<file path="src/rtl/alu_operand_stage_pkg.sv">
// Shared types and constants for the ALU operand-fetch stage.
package alu_operand_stage_pkg;

    localparam int N    = 32;
    localparam int REGS = 32;
    localparam int A    = 5;

    typedef enum logic [3:0] {
        ALU_AND = 4'b0000,
        ALU_OR  = 4'b0001,
        ALU_ADD = 4'b0010,
        ALU_SLL = 4'b0011,
        ALU_SRL = 4'b0100,
        ALU_SRA = 4'b0101,
        ALU_SUB = 4'b0110,
        ALU_SLT = 4'b0111,
        ALU_XOR = 4'b1000
    } alu_control_t;

    typedef logic [A-1:0] reg_addr_t;
    typedef logic [N-1:0] data_t;

    localparam reg_addr_t   REG_ZERO = 5'd0;
    localparam logic [3:0]  ALU_NOP  = 4'b0000;

endpackage

</file>
<file path="src/rtl/alu_operand_stage_if.sv">
// Decoded-op input, ALU-operand output and writeback bundle of the operand stage.
interface alu_operand_stage_if;
    import alu_operand_stage_pkg::*;

    logic         in_valid;
    logic         in_ready;
    reg_addr_t    rs1;
    reg_addr_t    rs2;
    data_t        imm;
    logic         use_imm;
    alu_control_t control;
    reg_addr_t    rd;

    logic         out_valid;
    logic         out_ready;
    data_t        alu_a;
    data_t        alu_b;
    alu_control_t alu_control;
    reg_addr_t    out_rd;

    logic         wr_ena;
    reg_addr_t    wr_addr;
    data_t        wr_data;

    modport slave (
        input  in_valid, rs1, rs2, imm, use_imm, control, rd,
        input  out_ready, wr_ena, wr_addr, wr_data,
        output in_ready, out_valid, alu_a, alu_b, alu_control, out_rd
    );

    modport master (
        output in_valid, rs1, rs2, imm, use_imm, control, rd,
        output out_ready, wr_ena, wr_addr, wr_data,
        input  in_ready, out_valid, alu_a, alu_b, alu_control, out_rd
    );

endinterface

</file>
<file path="src/rtl/alu_operand_stage_register_file.sv">
// 32x32 register file: two combinational read ports with x0-zero and same-cycle
// write forwarding, one synchronous write port; synchronous active-low clear.
module register_file
    import alu_operand_stage_pkg::*;
(
    input  logic      clk,
    input  logic      rst,
    input  reg_addr_t i_rd_addr_a,
    output data_t     o_rd_data_a,
    input  reg_addr_t i_rd_addr_b,
    output data_t     o_rd_data_b,
    input  logic      i_wr_ena,
    input  reg_addr_t i_wr_addr,
    input  data_t     i_wr_data
);

    data_t r_mem [REGS];

    always_ff @(posedge clk) begin
        if (!rst) begin
            for (int i = 0; i < REGS; i++) r_mem[i] <= '0;
        end else if (i_wr_ena && i_wr_addr != REG_ZERO) begin
            r_mem[i_wr_addr] <= i_wr_data;
        end
    end

    // Forwarding lets an op accepted in the writeback cycle see the new value.
    always_comb begin
        o_rd_data_a = r_mem[i_rd_addr_a];
        if (i_rd_addr_a == REG_ZERO)
            o_rd_data_a = '0;
        else if (i_wr_ena && i_wr_addr == i_rd_addr_a)
            o_rd_data_a = i_wr_data;
    end

    always_comb begin
        o_rd_data_b = r_mem[i_rd_addr_b];
        if (i_rd_addr_b == REG_ZERO)
            o_rd_data_b = '0;
        else if (i_wr_ena && i_wr_addr == i_rd_addr_b)
            o_rd_data_b = i_wr_data;
    end

endmodule

</file>
<file path="src/rtl/alu_operand_stage.sv">
// Operand fetch ahead of the ALU: register read / immediate select, pending-write
// scoreboard stall, single registered output slot (1-cycle latency, no skid).
module alu_operand_stage
    import alu_operand_stage_pkg::*;
(
    input  logic                clk,
    input  logic                rst,
    alu_operand_stage_if.slave  bus
);

    logic [REGS-1:0] r_pend;
    logic [REGS-1:0] w_pend_nxt;
    logic            r_out_valid;
    data_t           r_alu_a;
    data_t           r_alu_b;
    alu_control_t    r_alu_control;
    reg_addr_t       r_out_rd;

    data_t           w_rs1_val;
    data_t           w_rs2_val;
    logic            w_hz_rs1;
    logic            w_hz_rs2;
    logic            w_in_ready;
    logic            w_accept;

    register_file u_register_file (
        .clk         (clk),
        .rst         (rst),
        .i_rd_addr_a (bus.rs1),
        .o_rd_data_a (w_rs1_val),
        .i_rd_addr_b (bus.rs2),
        .o_rd_data_b (w_rs2_val),
        .i_wr_ena    (bus.wr_ena),
        .i_wr_addr   (bus.wr_addr),
        .i_wr_data   (bus.wr_data)
    );

    // A same-cycle writeback resolves the hazard because the read port forwards it.
    always_comb begin
        w_hz_rs1   = r_pend[bus.rs1] && (bus.rs1 != REG_ZERO)
                     && !(bus.wr_ena && bus.wr_addr == bus.rs1);
        w_hz_rs2   = !bus.use_imm && r_pend[bus.rs2] && (bus.rs2 != REG_ZERO)
                     && !(bus.wr_ena && bus.wr_addr == bus.rs2);
        w_in_ready = (!r_out_valid || bus.out_ready) && !w_hz_rs1 && !w_hz_rs2;
        w_accept   = bus.in_valid && w_in_ready;
    end

    // Clear first, then set, so an accept targeting a register being written back stays pending.
    always_comb begin
        w_pend_nxt = r_pend;
        if (bus.wr_ena)
            w_pend_nxt[bus.wr_addr] = 1'b0;
        if (w_accept && bus.rd != REG_ZERO)
            w_pend_nxt[bus.rd] = 1'b1;
        w_pend_nxt[0] = 1'b0;
    end

    always_ff @(posedge clk) begin
        if (!rst) begin
            r_pend        <= '0;
            r_out_valid   <= 1'b0;
            r_alu_a       <= '0;
            r_alu_b       <= '0;
            r_alu_control <= alu_control_t'(ALU_NOP);
            r_out_rd      <= REG_ZERO;
        end else begin
            r_pend <= w_pend_nxt;
            if (w_accept) begin
                r_out_valid   <= 1'b1;
                r_alu_a       <= w_rs1_val;
                r_alu_b       <= bus.use_imm ? bus.imm : w_rs2_val;
                r_alu_control <= bus.control;
                r_out_rd      <= bus.rd;
            end else if (bus.out_ready) begin
                r_out_valid   <= 1'b0;
            end
        end
    end

    assign bus.in_ready    = w_in_ready;
    assign bus.out_valid   = r_out_valid;
    assign bus.alu_a       = r_alu_a;
    assign bus.alu_b       = r_alu_b;
    assign bus.alu_control = r_alu_control;
    assign bus.out_rd      = r_out_rd;

endmodule

</file>
<file path="src/flat_wrapper.sv">
// flat-port wrapper written by rule: the top's interface ports become plain ports
module alu_operand_stage_flat import alu_operand_stage_pkg::*;
  (clk, rst, bus_in_valid, bus_rs1, bus_rs2, bus_imm, bus_use_imm, bus_control, bus_rd, bus_out_ready, bus_wr_ena, bus_wr_addr, bus_wr_data, bus_in_ready, bus_out_valid, bus_alu_a, bus_alu_b, bus_alu_control, bus_out_rd);
  alu_operand_stage_if bus_i ();
  input  logic clk;
  input  logic rst;
  input wire logic [$bits(bus_i.in_valid)-1:0] bus_in_valid;
  input wire logic [$bits(bus_i.rs1)-1:0] bus_rs1;
  input wire logic [$bits(bus_i.rs2)-1:0] bus_rs2;
  input wire logic [$bits(bus_i.imm)-1:0] bus_imm;
  input wire logic [$bits(bus_i.use_imm)-1:0] bus_use_imm;
  input wire logic [$bits(bus_i.control)-1:0] bus_control;
  input wire logic [$bits(bus_i.rd)-1:0] bus_rd;
  input wire logic [$bits(bus_i.out_ready)-1:0] bus_out_ready;
  input wire logic [$bits(bus_i.wr_ena)-1:0] bus_wr_ena;
  input wire logic [$bits(bus_i.wr_addr)-1:0] bus_wr_addr;
  input wire logic [$bits(bus_i.wr_data)-1:0] bus_wr_data;
  output wire logic [$bits(bus_i.in_ready)-1:0] bus_in_ready;
  output wire logic [$bits(bus_i.out_valid)-1:0] bus_out_valid;
  output wire logic [$bits(bus_i.alu_a)-1:0] bus_alu_a;
  output wire logic [$bits(bus_i.alu_b)-1:0] bus_alu_b;
  output wire logic [$bits(bus_i.alu_control)-1:0] bus_alu_control;
  output wire logic [$bits(bus_i.out_rd)-1:0] bus_out_rd;
  assign bus_i.in_valid = bus_in_valid;
  assign bus_i.rs1 = bus_rs1;
  assign bus_i.rs2 = bus_rs2;
  assign bus_i.imm = bus_imm;
  assign bus_i.use_imm = bus_use_imm;
  assign bus_i.control = bus_control;
  assign bus_i.rd = bus_rd;
  assign bus_i.out_ready = bus_out_ready;
  assign bus_i.wr_ena = bus_wr_ena;
  assign bus_i.wr_addr = bus_wr_addr;
  assign bus_i.wr_data = bus_wr_data;
  assign bus_in_ready = bus_i.in_ready;
  assign bus_out_valid = bus_i.out_valid;
  assign bus_alu_a = bus_i.alu_a;
  assign bus_alu_b = bus_i.alu_b;
  assign bus_alu_control = bus_i.alu_control;
  assign bus_out_rd = bus_i.out_rd;
  alu_operand_stage u_core (.clk(clk), .rst(rst), .bus(bus_i));
endmodule
</file>
<file path="config.mk">
export PLATFORM = sky130hd
export DESIGN_NAME = alu_operand_stage_flat
export DESIGN_NICKNAME = d
export VERILOG_FILES = /design/src/rtl/alu_operand_stage_pkg.sv /design/src/rtl/alu_operand_stage_if.sv /design/src/rtl/alu_operand_stage_register_file.sv /design/src/rtl/alu_operand_stage.sv /design/src/flat_wrapper.sv
export SDC_FILE = /design/constraint.sdc
export NUM_CORES = 2
export LEC_CHECK = 0
export CAP_MARGIN = 10
export CORE_MARGIN = 4
export CORE_UTILIZATION = 45
export CTS_BUF_LIST = sky130_fd_sc_hd__clkbuf_8
export DETAILED_ROUTE_END_ITERATION = 12
export PLACE_DENSITY_LB_ADDON = 0.3
export SYNTH_ARGS = -nofsm -noshare
export SYNTH_HDL_FRONTEND = slang
export SYNTH_SLANG_ARGS = --single-unit
</file>
<file path="constraint.sdc">
create_clock -name clk -period 7.1 [get_ports clk]
set_clock_uncertainty 0.05 [all_clocks]
set_input_delay 2.13 -clock clk [delete_from_list [all_inputs] [get_ports clk]]
set_output_delay 2.13 -clock clk [all_outputs]
set_load 0.03 [all_outputs]
</file>
==> results by group <==
Status
  – Status: completed

Detailed routing
  – DR pass1 iterations: 6
  – DRC Markers: 0
  – Via density: 6.66
  – Drt total wl: 215000 µm
  – Wire per inst: 35.6 µm
  – Antenna-violating nets left: 0
  – DRT iter0 DRCs: 6529
  – Vias: 40117

Setup path
  – Worst Path Required: 4.92 ns
  – CP max stage cell: clkdlybuf4s50_1
  – CP Capture Type: primary output
  – FF-to-FF setup slack: between 4 and 5 ns
  – Critical path's largest stage delay: 0.53 ns
  – Crit Path Class: input pin to primary output
  – Crit path cell chain: clkdlybuf4s50_1, xor2_1, nor4b_1, buf_4, a21oi_1, a41oi_2, and3_1, buf_4
  – Crit-path most repeated cell: buf_4
  – Reg2reg start: u_core.r_pend[23]
  – WP data arrival: 4.45 ns
  – Critical Path Start Type: input pin
  – Crit-path max FO: 3
  – R2R depth: 8
  – RR Endpoint: u_core.bus.alu_a[19]
  – Worst setup path startpoint: bus_wr_addr[4]

STA
  – Relative slew slack: 0.173
  – Fin. max-slew vios: 0
  – Hold Violations, Final: 0
  – Setup TNS: 0 ns
  – FMAX: 151 MHz
  – Tcrit/Tclk final: 0.934
  – Unrepaired setup endpoints after global routing: no
  – Post-layout min period: around 6.6 ns
  – # setup viols final: 0
  – Worst-Margin Slew: 1.24 ns

Pwr
  – Power Density: 229 mW/mm²
  – LEAKAGE: 23.0 nW
  – Tot Pwr: roughly 15 mW
  – Peak supply drop: 0.214 mV

Global route
  – Gr usage total: 0.309
  – First-pass GRT wire length: around 300000 µm
  – Remaining global-route overflow: 0
  – Largest net degree at the start of global routing: 129
  – Number of global-route vias before repair: 39560
  – Initial antenna violation count: 24

Floorplan
  – Core Footprint: 0.131 mm²
  – Row Count: between 100 and 150
  – Initial core utilization: 0.452
  – Chip width: 371 µm
  – Ports: 169
  – Die footprint: 0.138 mm²
  – Die Y: 371 µm

Synthesis
  – Synthesis-stage register bit count: approximately 1100
  – Yosys cell types: 59
  – Top FF cell, synth: edfxtp_1
  – Post-synth ARST share: 0
  – Mapped cell area: 0.0594 mm²
  – Yosys warns: 0
  – Post-synth EDFFs: approximately 1000
  – Syn Inst Count: 4020
  – Sequential fraction of the synthesis area: 0.553
  – Syn_area_per_cell: 14.8 µm²

Clocking
  – Sink Count: 1129
  – Hold Buf Count CTS: 0
  – Postcts setup bufs: 0
  – Num CTS Buffers: 184
  – Clock Root Buffer: clkbuf_8
  – Clk_lat worst skew: 0.93 ns
  – TritonCTS clock tree: built
  – CTS max path bufs: 3
  – Post_cts resized: 0
  – H-tree levels: 4
  – Clock Pin Slew Worst Setup and Hold Paths: 0.05 ns

Finish
  – Number of nets in the layout: 4209
  – Fillcell total: approximately 11000
  – Layout cell share with drive strength beyond 1: 0.241
  – Area growth, synth to finish: 12.7%

Job
  – Max Cap Viol: 0

Worst hold path
  – Hold depth: 2
  – Class of the worst hold path: flip-flop to flip-flop
  – Hold path start: u_core.bus.alu_a[19]
  – Hold Path Sink: u_core.bus.alu_a[19]

Place
  – Routability Congestion: about 0.86
  – Detailed placement HPWL: 122000 µm
  – IO buf count: 168
-- cells by family after synthesis --
family / share of synthesized area
buffers and inverters: 0.0317
DFF: 0.553
and+or+nand+nor: 0.126
other: 0.0000632
AOI/OAI and AO/OA: 0.0579
muxes: 0.230
xor gates and xnor gates: 0.00148
-- final cells by class --
cell class | instances | area, µm² | area share
inverters | 10 | 40.0 | 0.000599
diodes | 9 | 22.5 | 0.000337
clock inverters | 134 | 611 | 0.00913
repair buffers | 324 | 3030 | 0.0453
flip-flops and latches | 1129 | 32900 | 0.491
multi-input cells | 2466 | 25400 | 0.380
clock buffers | 199 | 2740 | 0.0409
well taps | 1755 | 2200 | 0.0328
-- metrics by stage --
stage	utilization	hold WS, ns	setup slack (ns)	instance area, µm²	std cells
after floorplan	-	0.389	0.831	59500	4051
after global placement	0.484	0.394	0.477	63500	5683
after detailed placement	0.484	0.402	0.535	63500	5684
after CTS	0.509	0.411	0.529	66900	6017
after global routing	0.509	0.432	0.469	66900	6020
final	0.509	0.408	0.471	66900	6026
-- Yosys cell counts, types with 28 or more instances --
| cell | count | area (µm²) |
|---|---|---|
| o21ai_0 | 36 | 180 |
| edfxtp_1 | 1024 | 30700 |
| nand2_1 | 144 | 541 |
| buf_2 | 74 | 370 |
| o211ai_1 | 29 | 218 |
| a22oi_1 | 110 | 826 |
| mux2i_1 | 143 | 1430 |
| a21oi_1 | 32 | 160 |
| nor2_1 | 44 | 165 |
| a221oi_1 | 37 | 324 |
| o31ai_1 | 28 | 210 |
| clkbuf_1 | 331 | 1240 |
| o22ai_1 | 28 | 175 |
| mux4_2 | 532 | 12000 |
| a21o_1 | 32 | 240 |
| dfxtp_1 | 105 | 2100 |
| and2_1 | 995 | 6220 |
-- cells in the final DEF, fill, tap and decap left out, drive strengths merged, types with 36 or more instances in the layout --
cell / count
edfxtp: 1024
and2: 995
mux4: 532
clkbuf: 199
buf: 168
clkdlybuf4s50: 156
nand2: 145
mux2i: 143
a22oi: 111
dfxtp: 105
inv: 89
clkinv: 46
nor2: 44
a221oi: 38
o21ai: 36
-- flip-flops by register name (all words and copies together), names as in the netlist --
register and flops:
u_core.r_pend 31, u_core.bus.alu_b 32, u_core.u_register_file.r_mem 1024, u_core.bus.alu_a 32, u_core.bus.out_valid 1, u_core.bus.alu_control 4, u_core.bus.out_rd 5
-- power breakdown --
part / switching [mW] / internal (mW)
clock: 2.70 / 2.64
sequential: 0.189 / 7.62
combinational: 1.27 / 0.879
-- metal layers --
metal	up-vias	global-route usage	share of wire
met4	10	0.163	0.059
met3	674	0.0924	0.13
met5	-	0	0.00033
met1	20540	0.396	0.35
li1	15766	-	-
met2	3127	0.477	0.46
-- worst max path at each step --
stage                   endpoint  slack (ns)  depth (start not counted)
finish              bus_in_ready        0.47                          8
global placement    bus_in_ready        0.48                          8
global route        bus_in_ready        0.47                          8
detailed placement  bus_in_ready        0.53                          8
floorplan           bus_in_ready        0.83                          8
CTS                 bus_in_ready        0.53                          8
-- critical path, delay by kind of cell --
family | cells | cell delay (ns)
buffers and inverters | 3 | 0.95
and+or+nand+nor | 2 | 0.76
AOI/OAI and AO/OA | 2 | 0.37
xor gates and xnor gates | 1 | 0.23
(Power assumes the default switching activity.)
